## config.mk

```make
export PLATFORM = sky130hd
export DESIGN_NAME = uart_stream_bridge
export DESIGN_NICKNAME = d
export VERILOG_FILES = /design/src/rtl/uart_stream_bridge.sv
export SDC_FILE = /design/constraint.sdc
export NUM_CORES = 1
export LEC_CHECK = 0
export BUFFER_PORTS_ARGS = -buffer_cell sky130_fd_sc_hd__buf_2
export CORE_MARGIN = 1
export CORE_UTILIZATION = 40
export DETAILED_ROUTE_END_ITERATION = 6
export PLACE_DENSITY = 0.71
export SLEW_MARGIN = 0
export SYNTH_ARGS = -nofsm -noshare
export SYNTH_HDL_FRONTEND = slang
export SYNTH_SLANG_ARGS = --single-unit
```

## constraint.sdc

```tcl
create_clock -name Clk -period 1.62 [get_ports Clk]
set_input_delay 0.324 -clock Clk [delete_from_list [all_inputs] [get_ports Clk]]
set_output_delay 0.324 -clock Clk [all_outputs]
set_load 0.02 [all_outputs]
```

## src/rtl/uart_stream_bridge.sv

```systemverilog
// UART <-> stream FIFO bridge: registered receive path with overflow drop counting, a
// completion-triggered transmit drain guarded by a send-done watchdog, and a compute enable.
module uart_stream_bridge #(
  parameter int unsigned DATA_W     = 8,
  parameter int unsigned CNT_W      = 6,
  parameter int unsigned RCV_THRESH = 32,
  parameter int unsigned SND_THRESH = 32,
  parameter int unsigned AUTO_DRAIN = 0,
  parameter int unsigned TX_TIMEOUT = 200000
) (
  input  logic              Clk,
  input  logic              Rst,
  input  logic [DATA_W-1:0] In_rx_data,
  input  logic              In_rx_data_vld,
  output logic [DATA_W-1:0] Out_tx_data,
  output logic              Out_tx_data_vld,
  input  logic              In_tx_send_done,
  input  logic [CNT_W-1:0]  In_rcv_wr_data_count,
  input  logic              In_rcv_full,
  output logic              Out_rcv_wr_en,
  output logic [DATA_W-1:0] Out_rcv_din,
  input  logic [CNT_W-1:0]  In_snd_rd_data_count,
  input  logic              In_snd_empty,
  output logic              Out_snd_rd_en,
  input  logic [DATA_W-1:0] In_snd_dout,
  input  logic              In_comp_done,
  output logic              Out_comp_enable,
  output logic [15:0]       Out_rx_drop_cnt,
  output logic              Out_tx_busy,
  output logic              Out_tx_timeout
);

  localparam logic [1:0] StIdle = 2'd0;
  localparam logic [1:0] StLoad = 2'd1;
  localparam logic [1:0] StWait = 2'd2;

  localparam int unsigned WaitW = (TX_TIMEOUT > 2) ? $clog2(TX_TIMEOUT) : 1;
  localparam logic [WaitW-1:0] WaitLimit = WaitW'(TX_TIMEOUT - 1);
  localparam logic [CNT_W-1:0] RcvThresh = CNT_W'(RCV_THRESH);
  localparam logic [CNT_W-1:0] SndThresh = CNT_W'(SND_THRESH);
  localparam bit AutoDrain = (AUTO_DRAIN != 0);

  logic [1:0]       state_q, state_d;
  logic [WaitW-1:0] wait_cnt_q, wait_cnt_d;
  logic             done_d1_q, done_d2_q;
  logic             done_edge;
  logic             load;
  logic             timeout_set;
  logic             rx_accept;
  logic             rx_drop;

  assign done_edge = done_d1_q & ~done_d2_q;
  assign rx_accept = In_rx_data_vld & ~In_rcv_full;
  assign rx_drop   = In_rx_data_vld & In_rcv_full;

  // load marks the cycle whose edge pops the send FIFO and launches a byte
  always_comb begin
    state_d     = state_q;
    wait_cnt_d  = wait_cnt_q;
    load        = 1'b0;
    timeout_set = 1'b0;
    case (state_q)
      StIdle: begin
        if (!In_snd_empty && (done_edge || AutoDrain)) begin
          state_d = StLoad;
          load    = 1'b1;
        end
      end
      StLoad: begin
        state_d    = StWait;
        wait_cnt_d = '0;
      end
      StWait: begin
        if (In_tx_send_done) begin
          if (!In_snd_empty) begin
            state_d = StLoad;
            load    = 1'b1;
          end else begin
            state_d = StIdle;
          end
        end else if (wait_cnt_q == WaitLimit) begin
          state_d     = StIdle;
          timeout_set = 1'b1;
        end else begin
          wait_cnt_d = wait_cnt_q + 1'b1;
        end
      end
      default: state_d = StIdle;
    endcase
  end

  always_ff @(posedge Clk) begin
    if (Rst) begin
      state_q         <= StIdle;
      wait_cnt_q      <= '0;
      done_d1_q       <= 1'b0;
      done_d2_q       <= 1'b0;
      Out_snd_rd_en   <= 1'b0;
      Out_tx_data_vld <= 1'b0;
      Out_tx_data     <= '0;
      Out_tx_busy     <= 1'b0;
      Out_tx_timeout  <= 1'b0;
    end else begin
      state_q         <= state_d;
      wait_cnt_q      <= wait_cnt_d;
      done_d1_q       <= In_comp_done;
      done_d2_q       <= done_d1_q;
      Out_snd_rd_en   <= load;
      Out_tx_data_vld <= load;
      Out_tx_data     <= load ? In_snd_dout : '0;
      Out_tx_busy     <= (state_d != StIdle);
      if (timeout_set) begin
        Out_tx_timeout <= 1'b1;
      end
    end
  end

  always_ff @(posedge Clk) begin
    if (Rst) begin
      Out_rcv_wr_en   <= 1'b0;
      Out_rcv_din     <= '0;
      Out_rx_drop_cnt <= '0;
    end else begin
      Out_rcv_wr_en <= rx_accept;
      Out_rcv_din   <= rx_accept ? In_rx_data : '0;
      if (rx_drop && (Out_rx_drop_cnt != 16'hFFFF)) begin
        Out_rx_drop_cnt <= Out_rx_drop_cnt + 16'd1;
      end
    end
  end

  always_ff @(posedge Clk) begin
    if (Rst) begin
      Out_comp_enable <= 1'b0;
    end else begin
      Out_comp_enable <= (In_rcv_wr_data_count > RcvThresh) &&
                         (In_snd_rd_data_count < SndThresh);
    end
  end

endmodule

```

[Word level (Yosys, flattened, before mapping)]
Cells that the tools add are included.
W data, S select, Z words.
Word-level totals
  register bits after elaboration: 59
  bits of input ports: 35
  logic and storage cells: 54
Cells by class
  add/sub/neg operators: 2
  magnitude comparators: 2
  equal/unequal tests: 6
  multiplexer cells: 15
  bitwise logic cells: 7
  reduce and logical (&&, ||, !) cells: 10
Operator list (number)
  $mux W18: 2
  $pmux W18 S2: 1
  $add A18 B1 Y18 const B: 1
  $eq A18 B18 Y1 const B: 1
  $add A16 B1 Y16 const B: 1
  $ne A16 B16 Y1 const B: 1
  $mux W1: 7
  $gt A6 B6 Y1 const B: 1
  $lt A6 B6 Y1 const B: 1
  $mux W2: 3
  $pmux W2 S3: 1
  $ne A2 B2 Y1 const B: 2
  $not A1 Y1: 4
  $reduce_bool A2 Y1: 2
  $reduce_or A2 Y1: 2
  $and A1 B1 Y1: 3
  $logic_and A1 B1 Y1: 3
  $reduce_and A3 Y1: 1
  $eq A2 B1 Y1 const B: 1
  $eq A2 B2 Y1 const B: 1
  $logic_not A2 Y1: 1
  $pmux W1 S2: 1
  $logic_not A1 Y1: 1

[Logic depth before layout (Yosys ltp)]
Gate-level depths: netlist (run 1).
  depth after elaboration: 7
  depth in mapped cells: 6

[Least setup slack after synthesis (run 1)]
No wires, ideal clock.
  kind: reg-to-reg
  start: register Out_rx_drop_cnt[0]
  end: register Out_rx_drop_cnt[8]
  arrival time: 1.811 ns
  data required time: 1.497 ns
  path slack: -0.315 ns
  cell stages (with the launch flop): 6
  buffers on the path: 0
  clock period less this slack: 1.935 ns
  cells stage by stage: dfxtp_1 ha_1 nand4_1 o41ai_4 nor4_1 mux2_1
Between the ends
  longest elaborated chain between the ends: 2
RTL lines
  from (decl): line 28  | output logic [15:0] Out_rx_drop_cnt,
  from (signal assigned): line 127  | Out_rx_drop_cnt <= Out_rx_drop_cnt + 16'd1;
  parallel branches: the longest is 2 deep, another holds $add A16 B1 Y16
Several ways; the timed one is not identified.
A chain may end at the register's enable or synchronous reset.

[Worst setup path in the final report (run 1)]
  start: register wait_cnt_q[7]
  end: register wait_cnt_q[1]
Between the ends
  longest elaborated chain between the ends: 3
RTL lines
  from (decl): line 44  | logic [WaitW-1:0] wait_cnt_q, wait_cnt_d;
  from (signal assigned): line 105  | wait_cnt_q <= wait_cnt_d;
  $eq A18 B18 Y1: line 81  | end else if (wait_cnt_q == WaitLimit) begin
  $ne A2 B2 Y1 (no source line)
  $reduce_and A3 Y1 (no source line)
No other way between the ends.

==> metrics.md, run 1 <==
| Metric | Value |
|---|---|
| GP Congestion | 0.7924 |
| Switching Fraction | 22.12% |
| Minimum clock period after layout | 1751 ps |
| Internal power | 0.002414 W |
| Clock Tree Buf Depth | 2 |
| Sequential-to-total area share from yosys stat | 46.90% |
| Number of synthesized flops with an enable pin | 0 |
| CP Launch Type | flop |
| Crit-path cells | or4b_4 > or3_4 > o21ai_4 > mux2i_1 |
| Transition time of the tightest slew-check pin | 691.3 ps |
| RSZ-0062 raised after global routing | yes |
| Async SR Flop Fraction | 0% |
| Post-Syn Area | 2519 sq um |
| Gate count of the mapped netlist | 267 |
| P_sw | 0.0006855 W |
| Clock Sinks | 59 |
| Die Span Y | 81.35 um |
| Crit path buffers/inverters | 0 |
| Worst Path Arrival | 2020 ps |
| F_max | 571.2 MHz |
| Violated checks | negative setup slack |
| Setup WS pre-CTS | -119.9 ps |
| Root Buffer | clkbuf_8 |
| TritonCTS clock tree | yes |
| Largest cells by area after synthesis | dfxtp_1 (47%), a21oi_1 (5.0%), and2_1 (4.5%) |
| Pwr Density | 852.7 nW/um^2 |
| CTS Hold Bufs | 0 |
| CP Max Fanout | 4 |
| Number of remaining DRC errors | 0 |
| Final Hold Vio Count | 0 |
| WL final | 5895 um |
| Syn Area/Cell | 9.433 sq um |
| Clock power frac | 47.2% |
| Warnings, synthesis | 0 |
| P&R area growth vs syn | 44.31% |
| Syn Nets | 304 |
| Number of core rows | 28 |
| Vias | 2433 |
| Vias in the first global route | 2234 |
| Core Area | 5991 sq um |
| Critical Path Max Stage Delay | 540 ps |
| Number of H-tree levels | 3 |
| Crit Path Class | reg2reg |
| DIE AREA | 6618 sq um |
| Largest net degree at the start of global routing | 19 |
| Final core utilization | 60.67% |
| Chip Width | 81.35 um |
| 1st-pass router iterations | 4 |
| Area of all sequential standard cells | 1206 sq um |
| Status | finished, violations left |
| Starting density of the core | 42.04% |
| Rel. slew slack | 53.81% |
| Antenna Nets Post-Route | 0 |
| P_leak | 1.557 nW |
| Total GRT Usage | 19.06% |
| # diodes | 0 |
| Num CTS Buffers | 9 |
| Final setup margin | -130.8 ps |
| Nets | 429 |
| Clk_lat worst skew | 340 ps |
| Ys flop type | dfxtp_1 |
| Drt first-iter violations | 51 |
| Total of fill cells in the finished design | 498 |
| Synth top area share | 46.90% |
| Routed length per instance | 12.49 um |
| Final HPWL DP | 4328 um |
| Comb pwr share | 5.1% |
| Yosys top cell by area | dfxtp_1 |
| Peak VDD IR | 614.4 uV |
| Tcrit/Tclk final | 108.1% |
| Final setup vio count | 10 |
| Register bit total from synthesis | 59 |
| Fin. max-slew vios | 0 |
| Worst min-delay path category | in2reg |
| Vias/cell | 5.155 |
| Req. time, crit path | 1890 ps |
| Port-buffer cells | 67 |
| Synth unique cells | 53 |
| Endpoint class of the critical path | flop |
| Clk slew on worst S/H paths | 70 ps |
| Setup Skew | 6.771 ps |
| GRT overflow | 0 |
| Max-cap violations | 0 |
| Top Ports | 73 |
| Reg power frac | 47.7% |
| CP top delay family | simple AND/OR/NAND/NOR gates |
| First-pass GRT wire length | 9473 um |
| Layout cells sized above 1 | 44.58% |
| Area occupied by multi-input gates | 1350 sq um |
| Crit path max-delay cell type | or4b_4 |
| Initial antenna violation count | 0 |
==> metal layers <==
layer,wire length (um),vias up,global-route usage (%)
met5,0,-,0
met3,249,13,5.506
met4,139,0,11.07
met2,2794,52,29.42
met1,2711,1123,23.43
li1,-,1245,-
==> worst paths after layout <==
kind / cells after the start / to / slack [ps] / start
worst max-delay path: 4 / wait_cnt_q[1] / -130 / wait_cnt_q[7]
worst min-delay path: 2 / Out_comp_enable / 140 / In_snd_rd_data_count[5]
worst max register to register: 4 / wait_cnt_q[1] / -130 / wait_cnt_q[7]
worst min register to register: 1 / done_d2_q / 480 / done_d1_q
==> stage by stage <==
stage	cell area [sq um]	hold slack (ps)	cells	total power (W)	TNS, ps
2_1_floorplan	2557	400.7	267	0.001587	-224.2
3_3_place_gp	3341	450.5	453	0.001666	-409.1
3_5_place_dp	3341	469.3	453	0.001671	-539.2
4_1_cts	3588	129.0	472	0.003130	-679.4
5_1_grt	3635	132.6	472	0.003222	-1796
6_report	3635	137.5	472	0.003099	-686.6
==> power groups by stage <==
| stage | clock network, W | registers, W | logic (W) |
|---|---|---|---|
| 4_1_cts | 0.00149 | 0.00148 | 0.000160 |
| 3_3_place_gp | 0 | 0.00151 | 0.000157 |
| 5_1_grt | 0.00157 | 0.00148 | 0.000176 |
| 6_report | 0.00146 | 0.00148 | 0.000160 |
| 2_1_floorplan | 0 | 0.00153 | 0.0000546 |
| 3_5_place_dp | 0 | 0.00151 | 0.000160 |
==> sequential cells by signal, indices dropped and copies added, names as in the netlist <==
name	flops
Out_rcv_din	8
Out_comp_enable	1
wait_cnt_q	18
done_d1_q	1
done_d2_q	1
Out_rx_drop_cnt	16
Out_snd_rd_en	1
Out_tx_busy	1
Out_tx_data	8
Out_rcv_wr_en	1
state_q	2
Out_tx_timeout	1
==> worst reg2reg max path: stages, from the launching register on <==
cell	delay, ps
dfxtp_1	310
or4b_4	540
or3_4	420
o21ai_4	200
mux2i_1	210
==> layout by cell type (no fill, tap or decap), types with 7 or more instances in the layout <==
cell	n
buf_2	67
and2_1	18
o31ai_1	8
or3_1	15
dfxtp_1	43
nand2_1	17
nand4_1	7
a21oi_1	22
clkbuf_8	9
dfxtp_2	14
nor2_1	9
buf_4	56
nand3_1	9
==> cells by family (layout without fill, tap and decap cells) <==
| family | Yosys count | in the layout | share of synthesized area (%) |
|---|---|---|---|
| AO/OA/AOI/OAI | 61 | 61 | 16.39 |
| buffers and inverters | 12 | 142 | 2.037 |
| multiplexers | 7 | 7 | 2.881 |
| flip-flops | 59 | 59 | 46.90 |
| adder cells (fa/ha/maj) | 2 | 2 | 0.9934 |
| XOR/XNOR | 2 | 2 | 0.6956 |
| AND/OR/NAND/NOR | 124 | 124 | 30.10 |
==> cell type report <==
type / count / share of cell area (%)
Multi-Input combinational cell: 196 / 37.14
Sequential cell: 59 / 33.18
Timing Repair Buffer: 123 / 20.79
Clock buffer: 10 / 3.511
Tap cell: 75 / 2.582
Clock inverter: 6 / 2.478
Inverter: 3 / 0.3098
==> Yosys cell counts (7+ instances only) <==
cell and n:
dfxtp_1 59, a21oi_1 25, and2_1 18, nand2_1 17, or3_1 16, nand3_1 9
nor2_1 9, or4_1 9, o31ai_1 8, nand4_1 7
==> timing repair <==
item	in CTS	in global routing
cloned	0	0
setup endpoints to repair	12	22
buffers inserted	3	0
gates resized for setup	2	12
pin swaps	5	5
Note: power is estimated with default switching activity, not from simulation.
==> inputs of run 2 (changes only) <==
PLACE_DENSITY = 0.67   (was 0.71)
==> run 2 against run 1 <==
  * The flow still finishes with violations (negative setup slack)
  * Sequential power about the same
  * Non-clock buffer count down 7
  * Combinational power about the same
  * Clock power down 6%
  * Sequential share of layout area up 0.35 points
  * Critical endpoint is now wait_cnt_q[0]
==> metrics.md, run 2 (synthesis results as in run 1) <==
| Metric | Value |
|---|---|
| Status | finished, violations left (unchanged) |
| Violated checks | negative setup slack (unchanged) |
| Final setup vio count | 13 (was 10) |
| Most flops, register | wait_cnt_q (unchanged) |
| Vias/cell | 5.204 (was 5.155) |
| P_leak | 1.551 nW (was 1.557 nW) |
| RSZ-0062 raised after global routing | yes (unchanged) |
| Number of H-tree levels | 3 (unchanged) |
| Crit Path Class | reg2reg (unchanged) |
| Final Hold Vio Count | 0 (unchanged) |
| Port-buffer cells | 67 (unchanged) |
| Routed length per instance | 12.94 um (was 12.49 um) |
| Req. time, crit path | 1880 ps (was 1890 ps) |
| CTS Hold Bufs | 0 (unchanged) |
| Worst Path Arrival | 2030 ps (was 2020 ps) |
| Die Span Y | 81.35 um (unchanged) |
| Most common cell after layout, fill and taps aside | buf_2 (unchanged) |
| Top Ports | 73 (unchanged) |
| Placed Area | 3266 sq um (was 3341 sq um) |
| Largest net degree at the start of global routing | 15 (was 19) |
| Transition time of the tightest slew-check pin | 702.5 ps (was 691.3 ps) |
| Largest registers | wait_cnt_q: 18 flops, Out_rx_drop_cnt: 16 flops (unchanged) |
| Endpoint class of the critical path | flop (unchanged) |
| Cells after DPL | 443 (was 453) |
| Peak VDD IR | 565.2 uV (was 614.4 uV) |
| # diodes | 0 (unchanged) |
| P&R area growth vs syn | 43.27% (was 44.31%) |
| Post-route design area | 3608 sq um (was 3635 sq um) |
| Flip-flop count of the largest register after layout | 18 (unchanged) |
| Setup Skew | 9.600 ps (was 6.771 ps) |
| Nets | 422 (was 429) |
| Number of remaining DRC errors | 0 (unchanged) |
| First-pass GRT wire length | 9163 um (was 9473 um) |
| Clock Sinks | 59 (unchanged) |
| Tcrit/Tclk final | 109.2% (was 108.1%) |
| Clk_lat worst skew | 330 ps (was 340 ps) |
| Vias in the first global route | 2086 (was 2234) |
| Num CTS Buffers | 9 (unchanged) |
| Clock Tree Buf Depth | 2 (unchanged) |
| Number of core rows | 28 (unchanged) |
| Layout cells sized above 1 | 45.64% (was 44.58%) |
| Non-filler cells, final | 465 (was 472) |
| Worst min-delay path category | in2reg (unchanged) |
| Initial antenna violation count | 0 (unchanged) |
| DIE AREA | 6618 sq um (unchanged) |
| Clk slew on worst S/H paths | 70 ps (about the same) |
| Core Area | 5991 sq um (unchanged) |
| Antenna Nets Post-Route | 0 (unchanged) |
| Drt first-iter violations | 70 (was 51) |
| Rel. slew slack | 53.07% (was 53.81%) |
| CP Launch Type | flop (unchanged) |
| GP Congestion | 0.7468 (was 0.7924) |
| Max-cap violations | 0 (unchanged) |
| Final setup margin | -148.7 ps (was -130.8 ps) |
| CP Max Fanout | 4 (unchanged) |
| Chip Width | 81.35 um (unchanged) |
| Pwr Density | 833.2 nW/um^2 (was 852.7 nW/um^2) |
| F_max | 565.4 MHz (was 571.2 MHz) |
| TritonCTS clock tree | yes (unchanged) |
| Minimum clock period after layout | 1769 ps (was 1751 ps) |
| Root Buffer | clkbuf_8 (unchanged) |
| 1st-pass router iterations | 4 (unchanged) |
| Total GRT Usage | 18.48% (was 19.06%) |
| Most frequent cells in the layout | buf_2 (68), buf_4 (46), dfxtp_1 (40) (was buf_2 (67), buf_4 (56), dfxtp_1 (43)) |
| Fin. max-slew vios | 0 (unchanged) |
| Vias | 2420 (was 2433) |
| GRT overflow | 0 (unchanged) |
| Final HPWL DP | 4241 um (was 4328 um) |
| R2R Setup Slk | -150 ps (was -130 ps) |
| Starting density of the core | 42.04% (unchanged) |
| WL final | 6015 um (was 5895 um) |
run 2: cell types whose count changed in the layout (fill, tap and decap cells not counted), sizes merged:
cell,change
buf,-7
bufinv,-1
clkbuf,+2
clkinv,-1
run 2: power by group:
| group | internal, W | switching (W) |
|---|---|---|
| Combinational | 0.0000753 | 0.0000843 |
| Sequential | 0.00147 | 0.00000900 |
| Clock | 0.000799 | 0.000569 |
| Total | 0.00234 | 0.000662 |
run 2: final cells by class:
| cell class | count | area [sq um] |
|---|---|---|
| Multi-Input combinational cell | 196 | 1381 |
| Timing Repair Buffer | 116 | 708.2 |
| Clock buffer | 12 | 156.4 |
| Tap cell | 75 | 93.84 |
| Sequential cell | 59 | 1210 |
| Inverter | 3 | 11.26 |
| Fill cell | 520 | 2382 |
| Clock inverter | 4 | 47.55 |
run 2: stage by stage:
stage / worst slack [ps] / setup TNS [ps] / utilization, % / total power (W) / hold WS (ps)
2_1_floorplan: -46.25 / -224.2 / - / 0.001587 / 400.7
3_3_place_gp: -104.8 / -461.7 / 54.51 / 0.001665 / 446.1
3_5_place_dp: -173.9 / -685.1 / 54.51 / 0.001668 / 447.4
4_1_cts: -161.6 / -661.0 / 58.71 / 0.003038 / 126.0
5_1_grt: -219.0 / -2155 / 60.23 / 0.003125 / 120.6
6_report: -148.7 / -900.2 / 60.23 / 0.003006 / 146.2
run 2: final timing paths:
path                     endpoint                    start  cells after the start
setup / recovery    wait_cnt_q[0]            wait_cnt_q[7]                      4
hold / removal    Out_comp_enable  In_snd_rd_data_count[5]                      2
setup reg to reg    wait_cnt_q[0]            wait_cnt_q[7]                      4
hold reg to reg         done_d2_q                done_d1_q                      1
run 2: what timing repair did:
item                       in CTS  in global routing
pin swaps                      11                 14
setup buffers                   5                  1
resized for setup               5                 24
cloned                          0                  1
setup endpoints to repair      13                 28
run 2: per-layer routing:
layer	routed length, um	share of wire [%]	track usage (%)	vias up
li1	-	-	-	1232
met1	2809	47	23.41	1114
met2	2824	47	28.25	68
met3	314	5.2	5.843	6
met4	67	1.1	8.750	0
met5	0	0	0	-
run 2: worst max-delay path: stages, from the launching register on:
cell	delay (ps)
dfxtp_2	320
or4b_4	530
or3_4	410
o21ai_4	210
mux2i_1	220
==> inputs of run 3 (changes only) <==
CORE_MARGIN = 2   (was 1)
RECOVER_POWER = 50   (was unset)
==> run 3 against run 2 <==
  * The run still ends with negative setup slack left
  * Clock power grew 7%
  * Design area fell by 0.90%
  * Non-clock buffer count down 3
  * Cell count fell by 0.65%
  * Fmax is 1.8% higher
  * Sequential power barely moved
  * Via count grew 1.6%
  * Critical path depth unchanged
  * Sequential share of layout area grew 0.37 points
  * Critical endpoint unchanged
  * Largest power group unchanged
==> metrics.md, run 3 (synthesis results as in run 1) <==
| Metric | Value |
|---|---|
| Status | finished, violations left (unchanged) |
| Violated checks | negative setup slack (unchanged) |
| Fin. max-slew vios | 0 (unchanged) |
| Rel. slew slack | 46.76% (was 53.07%) |
| Vias/cell | 5.323 (was 5.204) |
| Chip Width | 83.35 um (was 81.35 um) |
| Hold depth | 2 (unchanged) |
| Setup Skew | 9.018 ps (was 9.600 ps) |
| WL final | 6100 um (was 6015 um) |
| Antenna Nets Post-Route | 0 (unchanged) |
| Critical Path Max Stage Delay | 530 ps (about the same) |
| Reg power frac | 47.7% (was 49.2%) |
| Core Area | 5991 sq um (unchanged) |
| Layout cells sized above 1 | 39.28% (was 45.64%) |
| Flip-flop count of the largest register after layout | 18 (unchanged) |
| TritonCTS clock tree | yes (unchanged) |
| Placed Area | 3273 sq um (was 3266 sq um) |
| Comb pwr share | 4.8% (was 5.3%) |
| Clock Tree Buf Depth | 2 (unchanged) |
| Total GRT Usage | 18.33% (was 18.48%) |
| Pwr Density | 865.9 nW/um^2 (was 833.2 nW/um^2) |
| PnR Total Power | 0.003097 W (was 0.003006 W) |
| # diodes | 0 (unchanged) |
| Area of all sequential standard cells | 1212 sq um (was 1210 sq um) |
| Crit path max-delay cell type | or4b_4 (unchanged) |
| Cells after DPL | 444 (was 443) |
| Routed length per instance | 13.20 um (was 12.94 um) |
| Peak VDD IR | 466.4 uV (was 565.2 uV) |
| 1st-pass router iterations | 4 (unchanged) |
| Die Span Y | 83.35 um (was 81.35 um) |
| Endpoint class of the critical path | flop (unchanged) |
| Switching Fraction | 22.42% (was 22.03%) |
| Area occupied by multi-input gates | 1391 sq um (was 1381 sq um) |
| Worst min-delay path category | in2reg (unchanged) |
| Worst Path Arrival | 2010 ps (was 2030 ps) |
| Hold_sp | In_snd_rd_data_count[5] (unchanged) |
| Post-route design area | 3576 sq um (was 3608 sq um) |
| GP Congestion | 0.7488 (was 0.7468) |
| P&R area growth vs syn | 41.98% (was 43.27%) |
| RSZ-0062 raised after global routing | yes (unchanged) |
| CP Max Fanout | 4 (unchanged) |
| Transition time of the tightest slew-check pin | 796.8 ps (was 702.5 ps) |
| DIE AREA | 6947 sq um (was 6618 sq um) |
| Reg-to-reg critical path endpoint | wait_cnt_q[0] (unchanged) |
| P_sw | 0.0006944 W (was 0.0006625 W) |
| P_leak | 1.426 nW (was 1.551 nW) |
| Most flops, register | wait_cnt_q (unchanged) |
| Clock Sinks | 59 (unchanged) |
| Drt first-iter violations | 95 (was 70) |
| Total of fill cells in the finished design | 530 (was 520) |
| Number of core rows | 28 (unchanged) |
| Clk slew on worst S/H paths | 70 ps (about the same) |
| F_max | 575.8 MHz (was 565.4 MHz) |
| Starting density of the core | 42.04% (unchanged) |
| Internal power | 0.002402 W (was 0.002344 W) |
| Num CTS Buffers | 9 (unchanged) |
| WHS Endpoint | Out_comp_enable (unchanged) |
| Most frequent cells in the layout | buf_2 (42), buf_4 (42), dfxtp_1 (38) (was buf_2 (68), buf_4 (46), dfxtp_1 (40)) |
| Top Ports | 73 (unchanged) |
| R2R Setup Slk | -120 ps (was -150 ps) |
| Final Hold Vio Count | 0 (unchanged) |
| Final setup vio count | 13 (unchanged) |
| Req. time, crit path | 1890 ps (was 1880 ps) |
| Port-buffer cells | 67 (unchanged) |
| Crit Path Class | reg2reg (unchanged) |
| Non-filler cells, final | 462 (was 465) |
| Setup TNS | -941.2 ps (was -900.2 ps) |
| Clock power frac | 47.5% (was 45.5%) |
| R2R depth | 4 (unchanged) |
| Crit-path cells | or4b_4 > or3_4 > o21ai_4 > mux2i_1 (unchanged) |
| Root Buffer | clkbuf_8 (unchanged) |
| Largest net degree at the start of global routing | 14 (was 15) |
| Number of H-tree levels | 3 (unchanged) |
| Minimum clock period after layout | 1737 ps (was 1769 ps) |
| GRT overflow | 0 (unchanged) |
| First-pass GRT wire length | 10460 um (was 9163 um) |
| Vias in the first global route | 2309 (was 2086) |
| Number of remaining DRC errors | 0 (unchanged) |
| Final HPWL DP | 4345 um (was 4241 um) |
| Vias | 2459 (was 2420) |
| Clk_lat worst skew | 350 ps (was 330 ps) |
| Largest registers | wait_cnt_q: 18 flops, Out_rx_drop_cnt: 16 flops (unchanged) |
| Worst r2r src | wait_cnt_q[12] (was wait_cnt_q[7]) |
| Initial antenna violation count | 0 (unchanged) |
| Nets | 419 (was 422) |
| Tcrit/Tclk final | 107.2% (was 109.2%) |
| CP Launch Type | flop (unchanged) |
| Final setup margin | -116.6 ps (was -148.7 ps) |
| Max-cap violations | 0 (unchanged) |
-- run 3: cell count changes in the layout (fill, tap and decap cells not counted), moves of 4 or more --
| cell | change |
|---|---|
| buf_2 | -26 |
| and2_0 | +8 |
| buf_4 | -4 |
| clkbuf_1 | +26 |
| and2_1 | -8 |
-- run 3: cell type report --
| cell class | instances | area share (%) |
|---|---|---|
| clock buffer | 10 | 3.569 |
| clock inverter | 6 | 2.519 |
| tap | 75 | 2.624 |
| multi-input combinational | 196 | 38.91 |
| timing repair buffer | 113 | 18.16 |
| inverter | 3 | 0.3149 |
| sequential | 59 | 33.90 |
-- run 3: worst max path at each step --
stage                            start                  to  cells past startpoint
floorplan               wait_cnt_q[12]       wait_cnt_q[3]                      4
global placement        wait_cnt_q[12]       wait_cnt_q[0]                      4
detailed placement      wait_cnt_q[12]       wait_cnt_q[0]                      4
CTS                      wait_cnt_q[7]       wait_cnt_q[0]                      4
global route        Out_rx_drop_cnt[0]  Out_rx_drop_cnt[4]                      7
finish                  wait_cnt_q[12]       wait_cnt_q[0]                      4
-- run 3: power by group through the flow --
stage | combinational [W] | sequential (W) | clock (W)
floorplan | 0.0000546 | 0.00153 | 0
global placement | 0.000153 | 0.00151 | 0
detailed placement | 0.000156 | 0.00151 | 0
CTS | 0.000157 | 0.00148 | 0.00150
global route | 0.000166 | 0.00148 | 0.00158
finish | 0.000149 | 0.00148 | 0.00147
-- run 3: critical path: cells and delay by family (launching register included) --
kind	cells	cell delay, ps
muxes	1	200
DFF	1	330
and+or+nand+nor	2	950
AOI/OAI and AO/OA	1	200
-- run 3: metal layers --
layer	part of all wire, %	up-vias	track usage (%)
met3	5.7	11	6.660
met2	47	65	28.37
met1	46	1161	23.77
met4	1.6	0	5.812
li1	-	1222	-
met5	0	-	0
-- run 3: timing repair --
item	CTS	global route
buffers inserted	0	2
hold buffers	0	0
cloned	0	0
resized for setup	4	28
pin swaps	4	13
endpoints found under the setup margin	8	36
-- run 3: stage by stage --
stage | hold slack, ps | setup WS, ps | utilization [%]
floorplan | 400.7 | -46.25 | -
global placement | 454.7 | -89.08 | 54.64
detailed placement | 459.5 | -116.9 | 54.64
CTS | 128.8 | -117.6 | 58.56
global route | 145.5 | -202.1 | 59.69
finish | 140.1 | -116.6 | 59.69
